--- src/rtl/fir_coeff_sequencer.sv ---
// Reloads one FIR coefficient set from external memory into the coefficient loader,
// then swaps the filter bank on the next sample boundary once the loader reports done.
module fir_coeff_sequencer #(
  parameter int  TAPS    = 128,
  parameter int  BW      = 16,
  parameter int  NSETS   = 4,
  parameter int  TIMEOUT = 16,
  localparam int SETW    = (NSETS > 1) ? $clog2(NSETS) : 1,
  localparam int AW      = SETW + $clog2(TAPS)
) (
  input  logic            clk,
  input  logic            rst_n,
  input  logic            req_vld,
  input  logic [SETW-1:0] req_set,
  output logic            req_rdy,
  input  logic            abort,
  output logic            mem_rd_en,
  output logic [AW-1:0]   mem_addr,
  input  logic [BW-1:0]   mem_rd_data,
  output logic            cfg_vld,
  output logic [BW-1:0]   cfg_data,
  input  logic            ld_done,
  output logic            ld_clr,
  input  logic            sample_strobe,
  output logic            bank_swap,
  output logic [SETW-1:0] active_set,
  output logic            busy,
  output logic            err_timeout
);

  localparam int IDXW = (TAPS > 1) ? $clog2(TAPS) : 1;
  localparam int CNTW = $clog2(TIMEOUT + 1);

  localparam logic [IDXW-1:0] LAST_IDX = IDXW'(TAPS - 1);
  localparam logic [CNTW-1:0] LAST_CNT = CNTW'(TIMEOUT - 1);
  localparam logic [SETW-1:0] LAST_SET = SETW'(NSETS - 1);

  typedef enum logic [2:0] {
    S_IDLE,
    S_FETCH,
    S_DRAIN,
    S_WAIT_DONE,
    S_WAIT_SWAP
  } state_t;

  state_t            state, state_nxt;
  logic [SETW-1:0]   pend_set;
  logic [IDXW-1:0]   idx;
  logic [CNTW-1:0]   cnt;
  logic              armed;
  logic              cfg_vld_q;
  logic              abort_q;
  logic              err_q;
  logic [SETW-1:0]   active_q;
  logic              timeout_fire;
  logic              swap_fire;
  logic              set_in_range;

  assign set_in_range = ({1'b0, req_set} < (SETW + 1)'(NSETS));

  // NOTE: sequential state uses non-blocking assignment so every register sees pre-edge values.
  always_ff @(posedge clk or negedge rst_n) begin
    if (!rst_n) state <= S_IDLE;
    else        state <= state_nxt;
  end

  // NOTE: defaults first so no path through the case leaves a latch behind.
  always_comb begin
    state_nxt = state;
    case (state)
      S_IDLE:      if (req_vld) state_nxt = S_FETCH;
      S_FETCH:     if (idx == LAST_IDX) state_nxt = S_DRAIN;
      S_DRAIN:     state_nxt = S_WAIT_DONE;
      S_WAIT_DONE: begin
        if (ld_done)              state_nxt = S_WAIT_SWAP;
        else if (cnt == LAST_CNT) state_nxt = S_IDLE;
      end
      S_WAIT_SWAP: if (armed && sample_strobe) state_nxt = S_IDLE;
      default:     state_nxt = S_IDLE;
    endcase
    if (abort && state != S_IDLE) state_nxt = S_IDLE;
  end

  always_comb begin
    req_rdy      = (state == S_IDLE);
    busy         = (state != S_IDLE);
    mem_rd_en    = (state == S_FETCH);
    mem_addr     = mem_rd_en ? (AW'(pend_set) * AW'(TAPS) + AW'(idx)) : '0;
    // cnt holds (cycles spent in WAIT_DONE - 1), so the last allowed cycle is TIMEOUT after DRAIN.
    timeout_fire = (state == S_WAIT_DONE) && !ld_done && (cnt == LAST_CNT) && !abort;
    swap_fire    = (state == S_WAIT_SWAP) && armed && sample_strobe && !abort;
    bank_swap    = swap_fire;
    ld_clr       = swap_fire || timeout_fire || abort_q;
    err_timeout  = err_q || timeout_fire;
    cfg_vld      = cfg_vld_q;
    cfg_data     = cfg_vld_q ? mem_rd_data : '0;
    active_set   = active_q;
  end

  always_ff @(posedge clk or negedge rst_n) begin
    if (!rst_n) begin
      pend_set  <= '0;
      idx       <= '0;
      cnt       <= '0;
      armed     <= 1'b0;
      cfg_vld_q <= 1'b0;
      abort_q   <= 1'b0;
      err_q     <= 1'b0;
      active_q  <= '0;
    end else begin
      // An aborted read still returns data next cycle; it is simply never marked valid.
      cfg_vld_q <= mem_rd_en && !abort;
      // The abort clear is delayed one cycle so it never overlaps a valid coefficient.
      abort_q   <= abort && busy;
      armed     <= (state == S_WAIT_SWAP);
      cnt       <= (state == S_WAIT_DONE) ? cnt + CNTW'(1) : '0;
      if (req_vld && req_rdy) begin
        pend_set <= set_in_range ? req_set : LAST_SET;
        idx      <= '0;
        err_q    <= 1'b0;
      end else if (mem_rd_en) begin
        idx <= idx + IDXW'(1);
      end
      if (timeout_fire) err_q    <= 1'b1;
      if (swap_fire)    active_q <= pend_set;
    end
  end

endmodule
--- config.mk ---
export PLATFORM = sky130hd
export DESIGN_NAME = fir_coeff_sequencer
export DESIGN_NICKNAME = d
export VERILOG_FILES = /design/src/rtl/fir_coeff_sequencer.sv
export SDC_FILE = /design/constraint.sdc
export NUM_CORES = 1
export LEC_CHECK = 0
export CORE_UTILIZATION = 39
export DETAILED_ROUTE_END_ITERATION = 8
export MAX_ROUTING_LAYER = met4
export PLACE_DENSITY = 0.75
export SYNTH_ARGS = -nofsm -noshare
export SYNTH_HDL_FRONTEND = slang
export SYNTH_SLANG_ARGS = --single-unit
--- constraint.sdc ---
create_clock -name clk -period 4.5 [get_ports clk]
set_input_delay 0.675 -clock clk [delete_from_list [all_inputs] [get_ports clk]]
set_output_delay 0.675 -clock clk [all_outputs]
set_load 0.01 [all_outputs]
==> run_results.csv, run 1 <==
group,metric,value,unit
flow_run,maxCapViolCount,0,
yosys,asyncSetResetFlopFracSynth,1.00,
clock_network,ctsRootBufferMaster,"sky130_fd_sc_hd__clkbuf_4",
power,cellLeakagePower,0.815,nW
yosys,syn-num-nets,157,
floorplan,total_die_area,0.00359,sq mm
sta,fmax,320,MHz
clock_network,clk_pin_slew,0.11,ns
yosys,yosysSeqAreaShare,0.440,
power,vdd_ir_drop_max,0.244,mV
global_routing,via_count_of_the_first_global_routing_pass,1050,
drt,route.vias.total,1138,
floorplan,design.portCount,58,
drt,wl,2860,microns
cells_and_area,most_frequent_standard_cell_in_the_layout_excluding_fill_and_tap_cells,"sky130_fd_sc_hd__clkdlybuf4s50_1",
drt,postRouteAntennaNets,0,
sta,fin_worst_skew,0.00551,ns
floorplan,initial_utilization,0.418,
sta,min_period_over_period,0.695,
global_routing,top_usage_layer,"met2",
floorplan,die_height,59.9,microns
critical_path,crit_path_cell_trace,"clkdlybuf4s50_1 > nor4b_1 > or2_2 > clkdlybuf4s50_1",
drt,dr.first_iter.drc_count,17,
critical_path,critical_path_slowest_stage_cell,"sky130_fd_sc_hd__clkdlybuf4s50_1",
yosys,netlist_instances,130,
drt,routed_len_inst,12.5,microns
placement,placement.io_buffers,57,
critical_path,timing.setup.critical_path_class,"input port to output port",
power,post-layout-total-power,0.726,mW
floorplan,placement_rows,20,
power,power-per-cell-area,379,mW/mm^2
yosys,synth.top_cells.by_area,"sky130_fd_sc_hd__dfrtp_1 44%, sky130_fd_sc_hd__and2_1 12%, sky130_fd_sc_hd__ha_1 2.9%",
global_routing,grt_util_all_layers,0.170,
sta,postLayoutSetupSlackWorst,1.37,ns
clock_network,cts_tree,"done",
worst_hold_path,worst_hold_path_type,"flip-flop to flip-flop",
global_routing,global_route_wire_length_before_repair,4460,microns
global_routing,met3_layer_usage_reported_by_global_route,0.0346,
yosys,synthDistinctLibCells,43,
clock_network,ctsHtreeMaxLevel,1,
run_status,outcome,"finished clean",
clock_network,post_cts.repair.setup_buffers,0,
clock_network,cts_resized,0,
cells_and_area,diodes,0,
global_routing,gr_met1_demand_resource,0.176,
sta,fin_crit,3.13,ns
floorplan,floorplan.die.width,59.9,microns
sta,setup_total_negative_slack,0,ns
sta,grt_setup_unrepaired,"no",
yosys,synth_area_leader_cell,"sky130_fd_sc_hd__dfrtp_1",
global_routing,grt_overflow_total,0,
global_routing,antenna_violations_before_repair,0,
drt,drc,0,
critical_path,critical_path.n_buffers_inverters,2,
critical_path,timing.critical_path.mode_cell,"sky130_fd_sc_hd__clkdlybuf4s50_1",
sta,finalSetupViolations,0,
yosys,ys_ff_latch,23,
sta,actual_transition_at_the_worst_max_transition_pin,0.998,ns
clock_network,clock_path_buffers,2,
placement,placement.setup.worst_slack,1.37,ns
drt,firstDrtPassIters,4,
critical_path,dominant_delay_contributor_by_cell_family_on_the_critical_path,"buffers and inverters",
sta,maxSlewHeadroom,0.332,
sta,slew_viol_final,0,
cells_and_area,most-common-layout-cells,"57 x sky130_fd_sc_hd__clkdlybuf4s50_1, 25 x sky130_fd_sc_hd__and2_1, 23 x sky130_fd_sc_hd__dfrtp_1",
clock_network,tritoncts.num_buffers,3,
cells_and_area,design.final.nets,212,
floorplan,placeableCoreArea,0.00313,sq mm
yosys,synth.cell_area,0.00131,sq mm
yosys,synth_top_cell_area_share,0.440,
placement,place_hpwl,2250,microns
cells_and_area,post_route_cells_drive_above_1_share,0.0707,
sta,report.final.hold_viol_count,0,
critical_path,arrival_time_at_the_worst_endpoint,2.45,ns
critical_path,cp.required,3.83,ns
global_routing,globalRouteMet2Util,0.321,
yosys,synth_top_flop_cell,"sky130_fd_sc_hd__dfrtp_1",
critical_path,crit_fanout,7,
yosys,avgSynthCellArea,10.1,sq um
yosys,synth-edff-count,0,
critical_path,cp-end-kind,"output port",
critical_path,critPathMaxStageDelay,0.56,ns
yosys,yosys_warnings,0,
drt,detail_route.vias_per_cell,4.99,
cells_and_area,flow.area_growth_from_synthesis,46.5,%
clock_network,tritoncts_num_sinks,23,
critical_path,worstSetupStartpointType,"input port",
clock_network,cts_hold_repair.buffers,0,
global_routing,grt_max_degree,24,
cells_and_area,final.fill_count,273,
placement,gp_routability_congestion,0.886,
clock_network,worstSkewPairLatency,0.30,ns
[worst paths after layout]
path / end / slack (ns) / cells past startpoint / startpoint
max in group asynchronous: active_set[1] / 2.98 / 1 / rst_n
max reg2reg: pend_set[1] / 2.67 / 2 / state[0]
min: cnt[0] / 0.48 / 1 / cnt[0]
min reg2reg: cnt[0] / 0.48 / 1 / cnt[0]
max: err_timeout / 1.37 / 4 / abort
min in group asynchronous: idx[0] / 0.91 / 1 / rst_n
[logic make-up after synthesis]
kind of cell / count (synthesis) / share of synthesized area
AOI/OAI and AO/OA: 15 / 0.0823
muxes: 5 / 0.0478
DFF: 23 / 0.440
adders and majority gates: 3 / 0.0287
and+or+nand+nor: 67 / 0.323
xor gates and xnor gates: 4 / 0.0268
buffers and inverters: 13 / 0.0507
[area by class of cell]
class                           count  area (sq um)  share of cell area
Timing Repair Buffer               57           571               0.298
Sequential cell                    23           576               0.300
Clock buffer                        4          26.3              0.0137
Multi-Input combinational cell     94           666               0.347
Tap cell                           44          55.1              0.0287
Inverter                            6          22.5              0.0118
[power by group]
part           switching, mW  internal, mW  total (mW)
Combinational          0.145         0.204       0.349
Sequential            0.0469         0.239       0.286
Clock                 0.0562        0.0345      0.0906
[flip-flops by register name, indices dropped and copies added, names as in the netlist]
register    flops
armed           1
state           3
cnt             5
pend_set        2
abort_q         1
idx             7
cfg_vld         1
active_set      2
err_q           1
[routing by layer]
layer | share of wire | routed length, microns | vias to the layer above
met3 | 0.11 | 327 | 2
met2 | 0.50 | 1420 | 61
met1 | 0.39 | 1100 | 518
li1 | - | - | 557
met4 | 0.0035 | 10 | 0
met5 | 0 | 0 | -
[cells in the mapped netlist (all sizes together) (2+ instances only)]
| library cell | count |
|---|---|
| nor2 | 9 |
| nand2 | 8 |
| nor4b | 2 |
| nor3 | 5 |
| o211ai | 3 |
| o31ai | 3 |
| and2 | 25 |
| nand3 | 3 |
| ha | 3 |
| buf | 5 |
| mux2 | 4 |
| nand2b | 2 |
| xnor2 | 3 |
| a21oi | 2 |
| clkbuf | 2 |
| inv | 6 |
| dfrtp | 23 |
| nand4 | 3 |
[worst reg2reg max path, stage by stage (launching register included)]
cell	delay [ns]
sky130_fd_sc_hd__dfrtp_1	0.56
sky130_fd_sc_hd__or4b_1	0.80
sky130_fd_sc_hd__mux2_4	0.37
[through the flow]
| stage | utilization | cell area, sq um | hold slack (ns) | std cells |
|---|---|---|---|---|
| floorplan | - | 1310 | 0.379 | 130 |
| global placement | 0.604 | 1890 | 0.442 | 224 |
| detailed placement | 0.604 | 1890 | 0.466 | 224 |
| CTS | 0.612 | 1920 | 0.483 | 228 |
| global route | 0.612 | 1920 | 0.506 | 228 |
| finish | 0.612 | 1920 | 0.481 | 228 |
(Power assumes the default switching activity.)
==> inputs of run 2 (changes only) <==
CORE_UTILIZATION = 37   (was 39)
clock period = 2.58 ns   (was 4.5 ns; I/O delays follow)
==> run 2 against run 1 <==
Wire length rose by 10%. First-iteration DRC count rose by 100%. Utilization fell by 2.4 points. Non-clock buffer count rose by 5. Clock power rose by 82%. Register-to-register slack got worse by 1.9 ns. Final area rose by 3.3%. Critical path depth rose by 2. Clock skew fell by 0.0039 ns. Total power rose by 81%. Final cell count rose by 3.1%. Critical endpoint is now ld_clr.
==> run_results.csv, run 2 (same netlist as run 1, synthesis figures left out) <==
group,metric,value,unit
power,cell_internal_pwr,0.866,mW
sta,fin_worst_skew,0.00166,ns
critical_path,dominant_delay_contributor_by_cell_family_on_the_critical_path,"simple AND/OR/NAND/NOR gates",
global_routing,grt_overflow_total,0,
cells_and_area,sequential_cell_area,579,sq um
power,switching_power,0.449,mW
global_routing,via_count_of_the_first_global_routing_pass,1116,
global_routing,grt_max_degree,24,
power,power_frac_clock,0.125,
power,cellLeakagePower,0.845,nW
sta,slew_viol_final,0,
sta,maxSlewHeadroom,0.756,
sta,report.final.hold_viol_count,0,
sta,actual_transition_at_the_worst_max_transition_pin,0.363,ns
clock_network,ctsRootBufferMaster,"sky130_fd_sc_hd__clkbuf_4",
drt,detail_route.vias_per_cell,5.11,
power,seq_power_share,0.366,
cells_and_area,most-common-layout-cells,"55 x sky130_fd_sc_hd__clkdlybuf4s50_1, 25 x sky130_fd_sc_hd__and2_1, 20 x sky130_fd_sc_hd__dfrtp_1",
critical_path,critical_path_slowest_stage_cell,"sky130_fd_sc_hd__dfrtp_1",
sta,grt_setup_unrepaired,"no",
power,vdd_ir_drop_max,0.316,mV
critical_path,worstSetupStartpointType,"flip-flop",
clock_network,cts_hold_repair.buffers,0,
critical_path,cp-end-kind,"output port",
sta,fmax,402,MHz
power,power.switching_fraction,0.342,
critical_path,worstSetupPathDepth,6,
sta,min_period_over_period,0.963,
power,power-per-cell-area,665,mW/mm^2
placement,place_hpwl,2470,microns
cells_and_area,reg.largest.list,"idx (7), cnt (5), state (3)",
drt,dr.first_iter.drc_count,34,
drt,drc,0,
run_status,outcome,"finished clean",
critical_path,crit_fanout,3,
critical_path,arrival_time_at_the_worst_endpoint,2.10,ns
floorplan,die_height,61.4,microns
cells_and_area,top_register_by_number_of_flip_flops,"idx",
cells_and_area,design.final.nets,217,
drt,postRouteAntennaNets,0,
clock_network,worstSkewPairLatency,0.31,ns
cells_and_area,post_route_cells_drive_above_1_share,0.122,
placement,placed_area,0.00191,sq mm
sta,setup_total_negative_slack,0,ns
global_routing,grt_util_all_layers,0.180,
critical_path,crit_path_cell_trace,"ha_2 > and3_1 > ha_1 > nor4b_2 > or3_1 > dlygate4sd2_1",
power,power.combinational.fraction,0.508,
floorplan,total_die_area,0.00378,sq mm
cells_and_area,flow.area_growth_from_synthesis,51.3,%
sta,holdWs,0.405,ns
sta,finalSetupViolations,0,
critical_path,cp.required,2.19,ns
cells_and_area,largest_register_ffs,7,
clock_network,ctsHtreeMaxLevel,1,
critical_path,timing.setup.critical_path_class,"flip-flop to output port",
clock_network,clk_pin_slew,0.12,ns
clock_network,cts_tree,"done",
floorplan,initial_utilization,0.389,
floorplan,placeableCoreArea,0.00336,sq mm
sta,fin_crit,2.49,ns
clock_network,clock_path_buffers,2,
worst_hold_path,worst_hold_path_type,"input port to async pin",
drt,route.vias.total,1201,
drt,firstDrtPassIters,4,
global_routing,antenna_violations_before_repair,0,
floorplan,design.portCount,58,
placement,gp_routability_congestion,0.807,
cells_and_area,most_frequent_standard_cell_in_the_layout_excluding_fill_and_tap_cells,"sky130_fd_sc_hd__clkdlybuf4s50_1",
cells_and_area,area_of_the_multi_input_gates,674,sq um
drt,routed_len_inst,13.4,microns
critical_path,critical_path.n_buffers_inverters,1,
cells_and_area,final.fill_count,296,
clock_network,tritoncts_num_sinks,23,
global_routing,global_route_wire_length_before_repair,4830,microns
floorplan,placement_rows,21,
flow_run,maxCapViolCount,0,
cells_and_area,finish.instance_area,0.00198,sq mm
critical_path,critPathMaxStageDelay,0.42,ns
clock_network,tritoncts.num_buffers,3,
critical_path,rr_worst_depth,3,
cells_and_area,diodes,0,
floorplan,floorplan.die.width,61.4,microns
drt,wl,3150,microns
placement,placement.io_buffers,57,
[run 2: area by class of cell]
| cell class | instances | area share |
|---|---|---|
| clock buffer | 4 | 0.0133 |
| sequential | 23 | 0.293 |
| timing repair buffer | 62 | 0.312 |
| multi-input combinational | 94 | 0.341 |
| tap | 46 | 0.0291 |
| inverter | 6 | 0.0114 |
[run 2: per-stage QoR]
step	power, mW	instances	setup slack [ns]	util
2_1_floorplan	0.830	130	0.746	-
3_3_place_gp	1.10	228	0.128	0.567
3_5_place_dp	1.13	228	0.110	0.567
4_1_cts	1.29	232	0.00103	0.576
5_1_grt	1.42	235	0.00267	0.588
6_report	1.32	235	0.0947	0.588
[run 2: worst paths after layout]
check,start,endpoint,slack (ns)
min in group clk,cnt[0],cnt[0],0.48
min,rst_n,idx[3],0.41
max,cnt[0],ld_clr,0.09
max in group asynchronous,rst_n,state[2],1.93
min reg2reg,cnt[0],cnt[0],0.48
max reg2reg,state[0],pend_set[0],0.80
[run 2: worst reg2reg max path, cell delays in order, from the launching register on]
cell and delay [ns]:
sky130_fd_sc_hd__dfrtp_2 0.45, sky130_fd_sc_hd__buf_12 0.15, sky130_fd_sc_hd__or4b_1 0.72, sky130_fd_sc_hd__mux2_4 0.37
[run 2: power groups by stage]
stage                     Sequential [mW]  Combinational (mW)  Clock [mW]
after floorplan                     0.464               0.366           0
after global routing                0.496               0.730       0.189
final                               0.482               0.669       0.165
after global placement              0.503               0.601           0
after detailed placement            0.510               0.617           0
after CTS                           0.504               0.618       0.169
[run 2: repair_timing]
action | 4_1_cts | 5_1_grt
endpoints found under the hold margin | 0 | 0
gates resized for setup | 4 | 3
setup buffers | 0 | 3
endpoints found under the setup margin | 10 | 9
[run 2: layer usage]
metal	track usage	share of wire	vias up
li1	-	-	569
met5	-	0	-
met3	0.0231	0.096	6
met2	0.329	0.49	60
met1	0.193	0.40	566
met4	0.0794	0.017	0
